$ cat src/rtl/spi_pkg.sv
// Shared types and defaults for the SPI initiator.
package spi_pkg;
  typedef enum logic [2:0] {IDLE, SETUP, SHIFT, GAP, WAIT} spi_state_t;
  localparam int SPI_W_DEFAULT   = 8;
  localparam int SPI_DIV_DEFAULT = 4;
endpackage

$ cat src/rtl/spi_clk_div.sv
// Half-period tick generator: pulses tick every DIV clk cycles while ena=1, held at zero otherwise.
module spi_clk_div #(
  parameter int DIV = 4
) (
  input  logic clk,
  input  logic rst,
  input  logic ena,
  output logic tick
);
  localparam int CW = $clog2(DIV) + 1;

  logic [CW-1:0] cnt_q, cnt_d;

  assign tick = ena && (cnt_q == CW'(DIV - 1));

  always_comb begin
    cnt_d = cnt_q + 1'b1;
    if (!ena || tick) cnt_d = '0;
  end

  always_ff @(posedge clk) begin
    if (rst) cnt_q <= '0;
    else     cnt_q <= cnt_d;
  end
endmodule

$ cat src/rtl/spi_master_tx.sv
// Mode-0 byte SPI initiator: MSB-first shift out on mosi, miso captured into bus_out.
// Define SPI_MASTER_TX_BURST_EN to add the hold port and the WAIT state (cs_n kept low between words).
module spi_master_tx import spi_pkg::*; #(
  parameter int W   = SPI_W_DEFAULT,
  parameter int DIV = SPI_DIV_DEFAULT
) (
  input  logic         clk,
  input  logic         rst,
  input  logic         start,
  input  logic [W-1:0] bus_in,
  output logic [W-1:0] bus_out,
  output logic         busy,
  output logic         req,
  output logic         sck,
  output logic         cs_n,
  output logic         mosi,
  input  logic         miso
`ifdef SPI_MASTER_TX_BURST_EN
  , input logic        hold
`endif
);
  localparam int BW = $clog2(W) + 1;

  spi_state_t    state_q, state_d;
  logic [W-1:0]  sr_q, sr_d, bus_out_q, bus_out_d;
  logic [BW-1:0] bcnt_q, bcnt_d;
  logic          miso_q, miso_d, sck_q, sck_d, mosi_q, mosi_d, req_q, req_d;
  logic          tick, div_ena;

  assign div_ena = (state_q != IDLE) && (state_q != WAIT);

  spi_clk_div #(.DIV(DIV)) u_div (
    .clk  (clk),
    .rst  (rst),
    .ena  (div_ena),
    .tick (tick)
  );

  assign busy    = div_ena;
  assign cs_n    = (state_q == IDLE) || (state_q == GAP);
  assign sck     = sck_q;
  assign mosi    = mosi_q;
  assign req     = req_q;
  assign bus_out = bus_out_q;

  always_comb begin
    state_d   = state_q;
    sr_d      = sr_q;
    bcnt_d    = bcnt_q;
    miso_d    = miso_q;
    sck_d     = sck_q;
    mosi_d    = mosi_q;
    req_d     = 1'b0;
    bus_out_d = bus_out_q;
    case (state_q)
      IDLE: if (start) begin
        sr_d    = bus_in;
        bcnt_d  = '0;
        mosi_d  = bus_in[W-1];
        state_d = SETUP;
      end
      SETUP: if (tick) state_d = SHIFT;
      SHIFT: if (tick) begin
        if (!sck_q) begin
          sck_d  = 1'b1;
          miso_d = miso;
        end else begin
          // Captured bit is held aside so the untransmitted LSB of sr_q survives until shifted up.
          sck_d  = 1'b0;
          sr_d   = {sr_q[W-2:0], miso_q};
          bcnt_d = bcnt_q + 1'b1;
          mosi_d = sr_q[W-2];
          if (bcnt_q == BW'(W - 1)) begin
            bus_out_d = {sr_q[W-2:0], miso_q};
            req_d     = 1'b1;
            mosi_d    = 1'b0;
            state_d   = GAP;
`ifdef SPI_MASTER_TX_BURST_EN
            if (hold) state_d = WAIT;
`endif
          end
        end
      end
      GAP: if (tick) state_d = IDLE;
`ifdef SPI_MASTER_TX_BURST_EN
      WAIT: begin
        if (start) begin
          sr_d    = bus_in;
          bcnt_d  = '0;
          mosi_d  = bus_in[W-1];
          state_d = SETUP;
        end else if (!hold) begin
          state_d = GAP;
        end
      end
`endif
      default: state_d = IDLE;
    endcase
  end

  always_ff @(posedge clk) begin
    if (rst) begin
      state_q   <= IDLE;
      sr_q      <= '0;
      bcnt_q    <= '0;
      miso_q    <= 1'b0;
      sck_q     <= 1'b0;
      mosi_q    <= 1'b0;
      req_q     <= 1'b0;
      bus_out_q <= '0;
    end else begin
      state_q   <= state_d;
      sr_q      <= sr_d;
      bcnt_q    <= bcnt_d;
      miso_q    <= miso_d;
      sck_q     <= sck_d;
      mosi_q    <= mosi_d;
      req_q     <= req_d;
      bus_out_q <= bus_out_d;
    end
  end
endmodule

$ cat config.mk
export PLATFORM = sky130hd
export DESIGN_NAME = spi_master_tx
export DESIGN_NICKNAME = d
export VERILOG_FILES = /design/src/rtl/spi_pkg.sv /design/src/rtl/spi_clk_div.sv /design/src/rtl/spi_master_tx.sv
export SDC_FILE = /design/constraint.sdc
export NUM_CORES = 1
export LEC_CHECK = 0
export CAP_MARGIN = 20
export CELL_PAD_IN_SITES_DETAIL_PLACEMENT = 2
export CELL_PAD_IN_SITES_GLOBAL_PLACEMENT = 2
export CORE_UTILIZATION = 34
export CTS_CLUSTER_DIAMETER = 40
export DETAILED_ROUTE_END_ITERATION = 10
export PLACE_DENSITY_LB_ADDON = 0.1
export SLEW_MARGIN = 20
export SYNTH_ARGS = -nofsm -noshare
export SYNTH_HDL_FRONTEND = slang
export SYNTH_SLANG_ARGS = --single-unit
$ cat constraint.sdc
create_clock -name clk -period 5.1 [get_ports clk]
set_input_delay 1.02 -clock clk [delete_from_list [all_inputs] [get_ports clk]]
set_output_delay 1.02 -clock clk [all_outputs]
set_load 0.03 [all_outputs]
==> results.yml <==
clocking:
  cts_tree: "built"
  cts.sinks: 28
  cts_buffer_depth: 2
  clk_pin_slew_worst_paths_ns: 0.09
  hold_buffers: 0
  htreeDepth: 1
  cts_buffers: 3
  clockRootBuffer: "clkbuf_8"
  post_cts_buffers: 0
  cts_resized: 0
  clk_latency_ns: 0.27
global_routing:
  gr-total-overflow: 0
  antenna_found_initial: 0
  grtUsageTotal_pct: 15.6
  first_global_vias: 1064
  grt_pass1_wl_um: 4950
  grt_max_degree: 27
synthesis:
  synth_seq_area_share_pct: 42.6
  ys.flop_type: "dfxtp_1"
  synth_edf_count: 0
  synth_seq_cells: 28
  syn_nets: 153
  synth.cell_area_mm2: 0.00132
  syn_inst: 133
  ys_async_sr_fraction_pct: 0
  synth.avg_cell_area_um2: 9.90
  yosysWarningCount: 0
  ys_types: 38
critical_path:
  startpoint: "state_q[0]$_SDFFE_PP0P_"
  worstSetupPathType: "flip-flop to output pin"
  arrival_ns: 1.86
  cp.required_ns: 4.08
  cp_max_fo: 6
  rr_startpoint: "state_q[0]$_SDFFE_PP0P_"
  r2r_setup_slack_ns: 2.67
  worstRegToRegCells: 6
  r2r-end: "bus_out[2]$_SDFFE_PP0P_"
  startpoint_type: "flip-flop"
  endpoint_kind: "output pin"
  crit_path_end: "busy"
timing:
  tightestPinTransition_ns: 0.968
  fmax_ghz: 0.347
  fin_skew_ns: 0.00180
  tns_ns: 0
  post-route-min-period_ns: 2.88
  rsz0062_at_grt: "no"
  setup_viol: 0
  slew-limit-headroom_pct: 35.3
  timing.final.crit_share_pct: 56.5
  drv_slew: 0
  holdWs_ns: 0.437
  hold_violations: 0
floorplan:
  die_w_um: 64.2
  dieArea_mm2: 0.00412
  ioPinCount: 25
  coreArea_mm2: 0.00369
  rows: 22
  initial_core_util_pct: 35.7
  fp.dieH_um: 64.2
run:
  maxCapViolCount: 0
finish:
  areaGrowthSynthToFinish_pct: 24.5
  drive_above_1_share_pct: 6.45
  nNetsFinal: 176
  diodes: 0
routing:
  first_pass_iters: 2
  avgViaCountPerCell: 5.06
  vias: 1027
  avgRoutedWirePerCell_um: 14.4
  antenna_left: 0
  drt_iter0_drc: 26
  routed_wl_um: 2920
  drc: 0
power_and_ir_drop:
  power_leakage_uw: 0.000612
  p_per_area_mw_per_mm2: 502
  ir_drop_uv: 198
placement:
  gp_congestion: 0.775
  port_buffers: 24
  dp_hpwl_um: 2230
status:
  outcome: "complete, no violations"
hold_path:
  hp-class: "flip-flop to flip-flop"
==> power by group <==
| group | switching, uW | internal (uW) | total (uW) |
|---|---|---|---|
| logic | 222 | 161 | 383 |
| clock network | 65.9 | 69.0 | 135 |
| registers | 37.5 | 269 | 306 |
==> worst max-delay path, stage by stage, from the launching register on <==
cell	delay [ns]
dfxtp_1	0.38
inv_1	0.09
ha_1	0.28
inv_1	0.15
clkdlybuf4s50_1	0.68
==> Yosys cell counts, drive strengths merged, types with 2 or more instances <==
cell type	number	share of area, %
dfxtp	28	43
nor2	20	5.9
mux2i	15	11
ha	8	7.6
a211oi	7	4.0
inv	7	2.0
a21oi	5	2.2
buf	4	1.9
nand2	4	1.1
nand3	3	1.1
a311oi	2	1.3
clkbuf	2	0.57
nand2b	2	0.95
nand3b	2	1.1
nand4b	2	2.5
nor2b	2	0.95
nor4	2	0.95
o211ai	2	1.1
o21ai	2	0.76
==> per-layer routing <==
metal,up-vias,wire length [um],track usage [%]
met5,-,0,0
met4,0,23,3.33
met3,2,105,3.93
met2,16,1480,27.9
met1,492,1310,18.5
li1,517,-,-
==> logic make-up after synthesis <==
group                    Yosys count  share of synthesized area [%]
AO/OA/AOI/OAI                     23                           14.1
XOR/XNOR                           2                           1.33
adder cells (fa/ha/maj)            8                           7.60
buffers and inverters             13                           4.47
flip-flops                        28                           42.6
multiplexers                      15                           11.4
AND/OR/NAND/NOR                   44                           18.5
==> how the worst min path moves through the flow <==
stage / from / to / slack (ns) / cells after the start
final: u_div.cnt_q[0]$_SDFF_PP0_ / u_div.cnt_q[0]$_SDFF_PP0_ / 0.44 / 1
after global routing: u_div.cnt_q[0]$_SDFF_PP0_ / u_div.cnt_q[0]$_SDFF_PP0_ / 0.47 / 1
after CTS: u_div.cnt_q[0]$_SDFF_PP0_ / u_div.cnt_q[0]$_SDFF_PP0_ / 0.44 / 1
after detailed placement: u_div.cnt_q[0]$_SDFF_PP0_ / u_div.cnt_q[0]$_SDFF_PP0_ / 0.43 / 1
after global placement: u_div.cnt_q[0]$_SDFF_PP0_ / u_div.cnt_q[0]$_SDFF_PP0_ / 0.42 / 1
after floorplan: u_div.cnt_q[0]$_SDFF_PP0_ / u_div.cnt_q[0]$_SDFF_PP0_ / 0.41 / 1
==> layout by cell type (no fill, tap or decap), types with 2 or more instances in the layout <==
cell type / count
nand2_1: 4
a211oi_1: 7
nor2b_1: 2
nand3b_1: 2
nor4_1: 2
nor2_1: 19
mux2i_1: 15
a311oi_1: 2
nand2b_1: 2
clkdlybuf4s50_1: 24
ha_1: 8
a21oi_1: 4
o21ai_0: 2
clkbuf_8: 4
inv_1: 7
o211ai_1: 2
dfxtp_1: 28
nand3_1: 3
==> flip-flops by register name, indices dropped and copies added (netlist names) <==
register and cells:
state_q 2, bcnt_q 4, req 1, miso_q 1, sck 1, bus_out 8, mosi 1, sr_q 7
u_div.cnt_q 3
==> stage by stage <==
step / instances / instance area [um2] / util, % / power (uW) / setup WS (ns)
2_1_floorplan: 133 / 1320 / - / 599 / 3.08
3_3_place_gp: 199 / 1580 / 42.9 / 681 / 2.15
3_5_place_dp: 199 / 1580 / 42.9 / 705 / 2.10
4_1_cts: 203 / 1640 / 44.4 / 843 / 2.18
5_1_grt: 203 / 1640 / 44.4 / 892 / 2.07
6_report: 203 / 1640 / 44.4 / 824 / 2.22
==> area by class of cell <==
class	count	area, um2
multi-input combinational	92	697
clock buffer	4	55.1
fill	413	2050
sequential	28	561
timing repair buffer	24	240
inverter	7	26.3
tap	48	60.1
Power figures use the tool's default switching activity.
